$ cat src/rtl/mxv_pkg.sv
// Shared types and constants for the matrix-by-vector datapath and its sequencer.
// Holds the strobe vector types used on the datapath boundary, the sequencer
// state encoding and the step tag that rides the delayed-control pipe.
package mxv_pkg;

    localparam int N_COLS = 8;                 // columns per row, one FIFO each
    localparam int N_PROC = 4;                 // processors A..D
    localparam int STEP_W = $clog2(N_COLS);    // width of a COMPUTE step index
    localparam int LANE_W = $clog2(N_PROC);    // width of a processor index

    typedef logic [N_COLS-1:0] push_pop_t;     // one-hot matrix FIFO strobe
    typedef logic [N_PROC-1:0] sltr_4_t;       // one-hot vector demux select
    typedef logic              sltr_2_t;       // two-way mux select

    typedef enum logic [2:0] {
        IDLE,
        LOAD_VEC,
        LOAD_ROW,
        COMPUTE,
        DRAIN,
        DONE
    } ctrl_state_e;

    // Tag issued with every FIFO pop; the delayed controls are decoded from it.
    typedef struct packed {
        logic              vld;
        logic [STEP_W-1:0] step;
    } mxv_ctrl_st;

    function automatic push_pop_t step_onehot(input logic [STEP_W-1:0] s);
        return push_pop_t'(1) << s;
    endfunction

endpackage

$ cat src/rtl/mxv_ctrl_dly.sv
// Delayed-control pipe for the matrix-by-vector sequencer.
// The step tag of each pop travels RD_LAT cycles (FIFO read latency) and is then
// decoded into the demux select, processor enable and mux selects for that step.
// Step 7's enable travels a further PROC_LAT cycles to become push_result.
// Ports:
//   clk, rst     clock, synchronous active-low reset
//   tag_in       step tag of the pop issued this cycle
//   dmx_v_sltr   one-hot vector demux select
//   ena_proc     processor enables, bit 0 = A
//   mx_sltr      per-processor FIFO half select, bit 0 = A (1 = FIFOs 4..7)
//   mx_reg_sltr  feed result_reg_d back into processor A
//   push_result  result FIFO push, one per row
module mxv_ctrl_dly
    import mxv_pkg::*;
#(
    parameter int RD_LAT   = 1,   // must be >= 1
    parameter int PROC_LAT = 1    // must be >= 1
) (
    input  logic       clk,
    input  logic       rst,
    input  mxv_ctrl_st tag_in,
    output sltr_4_t    dmx_v_sltr,
    output sltr_4_t    ena_proc,
    output sltr_4_t    mx_sltr,
    output sltr_2_t    mx_reg_sltr,
    output logic       push_result
);

    mxv_ctrl_st             rd_pipe   [RD_LAT];
    logic                   push_pipe [PROC_LAT];
    mxv_ctrl_st             tag_d;
    logic [LANE_W-1:0]      lane;
    logic                   upper_half;
    logic                   last_step;

    // NOTE: these shift registers carry strobes, not data, so every stage is
    // reset; a stale valid bit would fire a processor enable after reset.
    always_ff @(posedge clk) begin
        if (!rst) begin
            for (int i = 0; i < RD_LAT; i++) rd_pipe[i] <= '0;
            for (int i = 0; i < PROC_LAT; i++) push_pipe[i] <= 1'b0;
        end else begin
            rd_pipe[0] <= tag_in;
            for (int i = 1; i < RD_LAT; i++) rd_pipe[i] <= rd_pipe[i-1];
            push_pipe[0] <= last_step;
            for (int i = 1; i < PROC_LAT; i++) push_pipe[i] <= push_pipe[i-1];
        end
    end

    assign tag_d       = rd_pipe[RD_LAT-1];
    assign lane        = tag_d.step[LANE_W-1:0];
    assign upper_half  = tag_d.step[STEP_W-1];
    assign last_step   = tag_d.vld && (tag_d.step == STEP_W'(N_COLS - 1));
    assign push_result = push_pipe[PROC_LAT-1];

    // NOTE: every output is given a default before the if, so no path through
    // this block leaves a value held over and no latch is inferred.
    always_comb begin
        dmx_v_sltr  = '0;
        ena_proc    = '0;
        mx_sltr     = '0;
        mx_reg_sltr = 1'b0;
        if (tag_d.vld) begin
            dmx_v_sltr[lane] = 1'b1;
            ena_proc[lane]   = 1'b1;
            mx_sltr[lane]    = upper_half;
            mx_reg_sltr      = upper_half;
        end
    end

endmodule

$ cat src/rtl/mxv_seq_ctrl.sv
// Upstream sequencer for the matrix-by-vector datapath.
// Loads one 8-beat vector and one 8-beat matrix row per row of the frame, then
// pops the FIFOs for 8 COMPUTE steps. Results are counted and served to the host.
// A row only enters COMPUTE when the result FIFO can take its result.
// Ports:
//   clk, rst                 clock, synchronous active-low reset
//   start, n_rows            frame request (sampled in IDLE only)
//   in_valid, in_ready       host beat handshake
//   push_vector, push_matrix vector / one-hot matrix FIFO pushes
//   pop_vector, pop_matrix   vector / one-hot matrix FIFO pops
//   dmx_v_sltr, mx_*_sltr    delayed datapath selectors
//   ena_proc_a..d            delayed processor enables
//   push_result, pop_result  result FIFO strobes
//   res_pop, res_avail       host result interface
//   busy, done               frame status
module mxv_seq_ctrl
    import mxv_pkg::*;
#(
    parameter int ROW_W     = 4,
    parameter int RD_LAT    = 1,
    parameter int PROC_LAT  = 1,
    parameter int RES_DEPTH = 16
) (
    input  logic             clk,
    input  logic             rst,
    input  logic             start,
    input  logic [ROW_W-1:0] n_rows,
    input  logic             in_valid,
    output logic             in_ready,
    output logic             push_vector,
    output push_pop_t        push_matrix,
    output logic             pop_vector,
    output push_pop_t        pop_matrix,
    output sltr_4_t          dmx_v_sltr,
    output sltr_2_t          mx_reg_sltr,
    output sltr_2_t          mx_a_sltr,
    output sltr_2_t          mx_b_sltr,
    output sltr_2_t          mx_c_sltr,
    output sltr_2_t          mx_d_sltr,
    output logic             ena_proc_a,
    output logic             ena_proc_b,
    output logic             ena_proc_c,
    output logic             ena_proc_d,
    output logic             push_result,
    input  logic             res_pop,
    output logic             pop_result,
    output logic             res_avail,
    output logic             busy,
    output logic             done
);

    localparam int COL_W = STEP_W + 1;   // one extra code marks the stall hold
    localparam int CNT_W = $clog2(RES_DEPTH + 1);
    localparam logic [COL_W-1:0]  COL_LAST  = COL_W'(N_COLS - 1);
    localparam logic [COL_W-1:0]  COL_HOLD  = COL_W'(N_COLS);
    localparam logic [STEP_W-1:0] STEP_LAST = STEP_W'(N_COLS - 1);

    ctrl_state_e       state_q, state_d;
    logic [COL_W-1:0]  col_q;
    logic [STEP_W-1:0] step_q;
    logic [ROW_W-1:0]  row_q, n_rows_q;
    logic [CNT_W-1:0]  res_cnt_q, in_flight_q;
    logic [CNT_W:0]    occupancy;
    logic              space;
    logic              beat;
    logic              enter_compute;
    logic              last_row;
    mxv_ctrl_st        pop_tag;
    sltr_4_t           ena_vec, mx_vec;

    // Results already queued plus rows still travelling through the processors.
    assign occupancy     = {1'b0, res_cnt_q} + {1'b0, in_flight_q};
    assign space         = occupancy < (CNT_W + 1)'(RES_DEPTH);
    assign beat          = in_valid && in_ready;
    assign enter_compute = (state_q == LOAD_ROW) && (state_d == COMPUTE);
    assign last_row      = (row_q == n_rows_q - ROW_W'(1));

    always_ff @(posedge clk) begin
        if (!rst) state_q <= IDLE;
        else      state_q <= state_d;
    end

    always_comb begin
        state_d     = state_q;
        in_ready    = 1'b0;
        push_vector = 1'b0;
        push_matrix = '0;
        pop_vector  = 1'b0;
        pop_matrix  = '0;
        done        = 1'b0;
        unique case (state_q)
            IDLE: begin
                if (start) state_d = (n_rows == '0) ? DONE : LOAD_VEC;
            end
            LOAD_VEC: begin
                in_ready = 1'b1;
                if (in_valid) begin
                    push_vector = 1'b1;
                    if (col_q == COL_LAST) state_d = LOAD_ROW;
                end
            end
            LOAD_ROW: begin
                // After the 8th beat the row waits here, closed to the host,
                // until the result FIFO has room for one more result.
                if (col_q == COL_HOLD) begin
                    if (space) state_d = COMPUTE;
                end else begin
                    in_ready = 1'b1;
                    if (in_valid) begin
                        push_matrix = step_onehot(col_q[STEP_W-1:0]);
                        if (col_q == COL_LAST && space) state_d = COMPUTE;
                    end
                end
            end
            COMPUTE: begin
                pop_vector = 1'b1;
                pop_matrix = step_onehot(step_q);
                if (step_q == STEP_LAST) state_d = last_row ? DRAIN : LOAD_VEC;
            end
            DRAIN: begin
                if (push_result && in_flight_q == CNT_W'(1)) state_d = DONE;
            end
            DONE: begin
                done    = 1'b1;
                state_d = IDLE;
            end
            default: state_d = IDLE;
        endcase
    end

    // NOTE: sequential state uses non-blocking assignments so every counter
    // here sees the pre-edge value of the others, independent of statement order.
    always_ff @(posedge clk) begin
        if (!rst) begin
            col_q       <= '0;
            step_q      <= '0;
            row_q       <= '0;
            n_rows_q    <= '0;
            res_cnt_q   <= '0;
            in_flight_q <= '0;
        end else begin
            if (beat) begin
                if (col_q == COL_LAST)
                    col_q <= (state_q == LOAD_ROW && !space) ? COL_HOLD : '0;
                else
                    col_q <= col_q + COL_W'(1);
            end else if (enter_compute) begin
                col_q <= '0;
            end

            // Wraps back to 0 after the last step of the row.
            if (state_q == COMPUTE) step_q <= step_q + STEP_W'(1);

            if (state_q == IDLE && start) begin
                row_q    <= '0;
                n_rows_q <= n_rows;
            end else if (state_q == COMPUTE && step_q == STEP_LAST) begin
                row_q <= row_q + ROW_W'(1);
            end

            case ({enter_compute, push_result})
                2'b10:   in_flight_q <= in_flight_q + CNT_W'(1);
                2'b01:   in_flight_q <= in_flight_q - CNT_W'(1);
                default: ;
            endcase

            case ({push_result, pop_result})
                2'b10:   res_cnt_q <= res_cnt_q + CNT_W'(1);
                2'b01:   res_cnt_q <= res_cnt_q - CNT_W'(1);
                default: ;
            endcase
        end
    end

    assign pop_tag = '{vld: (state_q == COMPUTE), step: step_q};

    mxv_ctrl_dly #(
        .RD_LAT   (RD_LAT),
        .PROC_LAT (PROC_LAT)
    ) u_dly (
        .clk         (clk),
        .rst         (rst),
        .tag_in      (pop_tag),
        .dmx_v_sltr  (dmx_v_sltr),
        .ena_proc    (ena_vec),
        .mx_sltr     (mx_vec),
        .mx_reg_sltr (mx_reg_sltr),
        .push_result (push_result)
    );

    assign ena_proc_a = ena_vec[0];
    assign ena_proc_b = ena_vec[1];
    assign ena_proc_c = ena_vec[2];
    assign ena_proc_d = ena_vec[3];
    assign mx_a_sltr  = mx_vec[0];
    assign mx_b_sltr  = mx_vec[1];
    assign mx_c_sltr  = mx_vec[2];
    assign mx_d_sltr  = mx_vec[3];

    assign res_avail  = (res_cnt_q != '0);
    assign pop_result = res_pop && res_avail;
    assign busy       = (state_q != IDLE);

endmodule

$ cat config.mk
export PLATFORM = sky130hd
export DESIGN_NAME = mxv_seq_ctrl
export DESIGN_NICKNAME = d
export VERILOG_FILES = /design/src/rtl/mxv_pkg.sv /design/src/rtl/mxv_ctrl_dly.sv /design/src/rtl/mxv_seq_ctrl.sv
export SDC_FILE = /design/constraint.sdc
export NUM_CORES = 1
export LEC_CHECK = 0
export BUFFER_PORTS_ARGS = -buffer_cell sky130_fd_sc_hd__buf_2
export CORE_ASPECT_RATIO = 0.9
export CORE_MARGIN = 2
export CORE_UTILIZATION = 59
export CTS_CLUSTER_SIZE = 40
export DETAILED_ROUTE_END_ITERATION = 16
export GPL_TIMING_DRIVEN = 0
export PLACE_DENSITY = 0.86
export SLEW_MARGIN = 20
export SYNTH_ARGS = -nofsm -noshare
export SYNTH_HDL_FRONTEND = slang
export SYNTH_SLANG_ARGS = --single-unit
$ cat constraint.sdc
create_clock -name clk -period 6.1 [get_ports clk]
set_input_delay 0.915 -clock clk [delete_from_list [all_inputs] [get_ports clk]]
set_output_delay 0.915 -clock clk [all_outputs]
set_load 0.01 [all_outputs]
==> flow_metrics.tcl <==
set metrics [dict create \
    wl_per_cell_um 12.3 \
    power.switching_mw 0.0981 \
    min-delay-start "n_rows_q[3]$_SDFFE_PN0P_" \
    worstRegToRegCells 10 \
    fmax_mhz 379 \
    die_h_um 62.3 \
    root_buffer "sky130_fd_sc_hd__clkbuf_8" \
    fin_worst_skew_ns 0.0100 \
    r2r_slack_ns 3.46 \
    max-slew-margin-rel_pct 52.8 \
    finalCritPeriodShare_pct 43.3 \
    critical_path.endpoint_type "flop" \
    rows 21 \
    detailed_route_iter0_violations 68 \
    synth_top_area_share_pct 29.7 \
    synthFlopType "sky130_fd_sc_hd__dfxtp_1" \
    critical_path.startpoint_type "flop" \
    worst-setup-path-type "reg -> reg" \
    post_cts_resize_count 0 \
    detailedPlacementHpwl_um 3290 \
    syn_area_per_cell_um2 8.56 \
    tns_ns 0 \
    synth-compound-area-share_pct 10.4 \
    synth-async-reset-ratio_pct 0 \
    synth.largest_area_cell "sky130_fd_sc_hd__dfxtp_1" \
    insertion_delay_ns 0.29 \
    cts-htree-levels 2 \
    top_level_ports 46 \
    initial_antenna_violation_count 0 \
    post_synth_instance_area_um2 2230 \
    slew_viol_final 0 \
    worst-endpoint-arrival_ns 2.83 \
    postRouteWirelength_um 4390 \
    period_needed_ns 2.64 \
    final.fill_count 299 \
    gpl.final_weighted_congestion 0.866 \
    tritoncts_clock_tree "done" \
    grt_pass1_vias 1748 \
    cell_internal_pwr_mw 0.307 \
    power.clock.fraction_pct 37.3 \
    synth_warnings 0 \
    ys_ff_latch 33 \
    io_buffer_count 44 \
    synth.yosys.seq_area_share_pct 29.7 \
    worst-endpoint-required_ns 6.29 \
    drt-vias-per-instance 5.43 \
    final_core_util_pct 70.1 \
    timing_worst_slew_pin_value_ns 0.702 \
    dominant_combinational_cell_family_by_area_after_synthesis "simple AND/OR/NAND/NOR gates" \
    detail-route-antenna-nets 0 \
    drtPass1Iterations 4 \
    initial_utilization_pct 60.5 \
    postCtsHoldBufs 0 \
    die_area_um2 4280 \
    synth_simple_gate_area_share_pct 29.8 \
    max-vdd-ir-drop_uv 141 \
    grt_remaining_overflow 0 \
    result_of_the_run "finished, final reports clean" \
    place_area_um2 2500 \
    power.share.sequential_pct 54.6 \
    post_synth_xor_xnor_area_pct 6.69 \
    chipWidth_um 68.7 \
    cts_sinks 33 \
    rsz0062_at_grt "no" \
    clk_pin_slew_ns 0.07 \
    power_leakage_nw 1.27 \
    total_power_mw 0.405 \
    power.combinational.fraction_pct 8.1 \
    synthMuxAreaShare_pct 1.35 \
    synth_cell_type_count 44 \
    power_switching_share_pct 24.2 \
    syn_inst 260 \
    antennaDiodeCount 0 \
    post_route_cells_drive_above_1_share_pct 20.3 \
    worst_hold_path.endpoint "n_rows_q[3]$_SDFFE_PN0P_" \
    synthAdderAreaFrac_pct 15.5 \
    drt_drc_violations_left 0 \
    cts_made_buffers 5 \
    hold_path.class "reg -> reg" \
    power.density_nw_per_um2 157 \
    synth.area.top_cells "sky130_fd_sc_hd__dfxtp_1 (30%), sky130_fd_sc_hd__ha_1 (15%), sky130_fd_sc_hd__and2_1 (5.3%)" \
    final-setup-viol-count 0 \
    finalNetCount 347 \
    grt_pass1_wl_um 7390 \
    clockBufferDepth 2 \
    reg2reg_to "res_cnt_q[4]$_SDFFE_PN0P_" \
    route.vias.total 1933 \
    synth_nets 296 \
    areaGrowthSynthToFinish_pct 15.8 \
    postCtsSetupBuffers 0 \
    rr_startpoint "res_cnt_q[1]$_SDFFE_PN0P_" \
    drv_cap 0 \
    worst_hold_path.num_cells 2 \
    grt_max_degree 11 \
    timing.final.hold_violations 0 \
    fp.coreArea_um2 3680 \
    critPathMaxFanout 5 \
    groute.usage.overall_pct 22.4 \
    synth_edf_count 0 \
    layout.cell_area.non_filler_um2 2580 \
]
==> how the worst max path moves through the flow <==
stage,endpoint,slack [ns],startpoint,cells past startpoint
floorplan,res_cnt_q[4]$_SDFFE_PN0P_,3.37,res_pop,9
global placement,res_cnt_q[4]$_SDFFE_PN0P_,3.26,res_pop,10
detailed placement,res_cnt_q[4]$_SDFFE_PN0P_,3.20,res_pop,10
CTS,pop_matrix[6],3.45,state_q[0]$_SDFF_PN0_,6
global route,res_cnt_q[4]$_SDFFE_PN0P_,3.28,res_cnt_q[1]$_SDFFE_PN0P_,10
finish,res_cnt_q[4]$_SDFFE_PN0P_,3.46,res_cnt_q[1]$_SDFFE_PN0P_,10
==> worst max-delay path, cell delays in order, from the launching register on <==
cell and delay (ns):
sky130_fd_sc_hd__dfxtp_1 0.36, sky130_fd_sc_hd__nor4_1 0.28, sky130_fd_sc_hd__nand2_1 0.09, sky130_fd_sc_hd__and2_1 0.17
sky130_fd_sc_hd__ha_1 0.23, sky130_fd_sc_hd__ha_1 0.33, sky130_fd_sc_hd__nor2b_1 0.15, sky130_fd_sc_hd__o21ai_0 0.24
sky130_fd_sc_hd__a21oi_1 0.10, sky130_fd_sc_hd__or3b_2 0.45, sky130_fd_sc_hd__mux2i_1 0.13
==> power groups by stage <==
stage	registers (mW)	logic, mW	clock network, mW
floorplan	0.225	0.0225	0
global placement	0.226	0.0318	0
detailed placement	0.226	0.0324	0
CTS	0.221	0.0328	0.155
global route	0.221	0.0369	0.164
finish	0.221	0.0327	0.151
==> cells by family (layout without fill, tap and decap cells) <==
logic type	count (synthesis)	after routing
AOI/OAI and AO/OA	36	36
buffers and inverters	32	82
DFF	33	33
adders and majority gates	27	27
and+or+nand+nor	112	112
xor gates and xnor gates	17	17
muxes	3	3
==> registers in the layout, summed over array words and instances (netlist names) <==
name,flops
in_flight_q,5
res_cnt_q,5
col_q,4
n_rows_q,4
row_q,4
u_dly.rd_pipe,4
state_q,3
step_q,3
u_dly.push_pipe,1
==> placed cells by master, fill, tap and decap left out, drive strengths merged, types with 3 or more instances in the layout <==
cell type / synthesis / layout
dfxtp: 33 / 33
nor2: 11 / 11
nand3: 11 / 11
ha: 26 / 26
a21oi: 8 / 8
and2: 19 / 19
o21ai: 8 / 8
xnor2: 9 / 9
clkbuf: 5 / 10
nand2: 20 / 20
nand4b: 5 / 5
nor3b: 6 / 6
nor3: 5 / 5
a31oi: 3 / 3
buf: 8 / 52
and3b: 3 / 3
a21boi: 9 / 9
and3: 15 / 15
nor2b: 3 / 3
or3: 3 / 3
mux2i: 3 / 3
inv: 19 / 19
xor2: 8 / 8
and4: 3 / 3
nand4: 3 / 3
==> final cells by class <==
class	count	area [um^2]	area share, %
timing repair buffer	44	220	8.54
clock buffer	5	68.8	2.67
buffer	13	75.1	2.91
tap	46	57.6	2.23
clock inverter	1	5.00	0.194
multi-input combinational	195	1420	55.0
inverter	19	71.3	2.77
sequential	33	661	25.6
==> synthesized netlist by cell type, types with 5 or more instances <==
library cell               number
sky130_fd_sc_hd__a21oi_1        8
sky130_fd_sc_hd__nor2_1        10
sky130_fd_sc_hd__nand4b_1       5
sky130_fd_sc_hd__xor2_1         8
sky130_fd_sc_hd__ha_1          26
sky130_fd_sc_hd__a21boi_0       6
sky130_fd_sc_hd__nand2_1       19
sky130_fd_sc_hd__nor3b_1        5
sky130_fd_sc_hd__nand3_1       11
sky130_fd_sc_hd__xnor2_1        9
sky130_fd_sc_hd__clkbuf_1       5
sky130_fd_sc_hd__inv_1         19
sky130_fd_sc_hd__and3_1        14
sky130_fd_sc_hd__nor3_1         5
sky130_fd_sc_hd__dfxtp_1       33
sky130_fd_sc_hd__and2_1        19
sky130_fd_sc_hd__o21ai_0        8
==> through the flow <==
step,std cells,setup slack [ns],hold slack (ns)
5_1_grt,356,3.28,0.510
4_1_cts,356,3.45,0.495
3_5_place_dp,350,3.20,0.486
2_1_floorplan,260,3.37,0.455
3_3_place_gp,350,3.26,0.469
6_report,356,3.46,0.485
==> routing by layer <==
| layer | vias to the layer above | GRT usage (%) | part of all wire [%] |
|---|---|---|---|
| met2 | 27 | 37.0 | 48 |
| met5 | - | 0 | 0 |
| met4 | 0 | 9.31 | 1.8 |
| li1 | 1000 | - | - |
| met3 | 8 | 4.53 | 3.4 |
| met1 | 898 | 27.8 | 47 |
No activity file was read; power rests on OpenSTA's default activity.
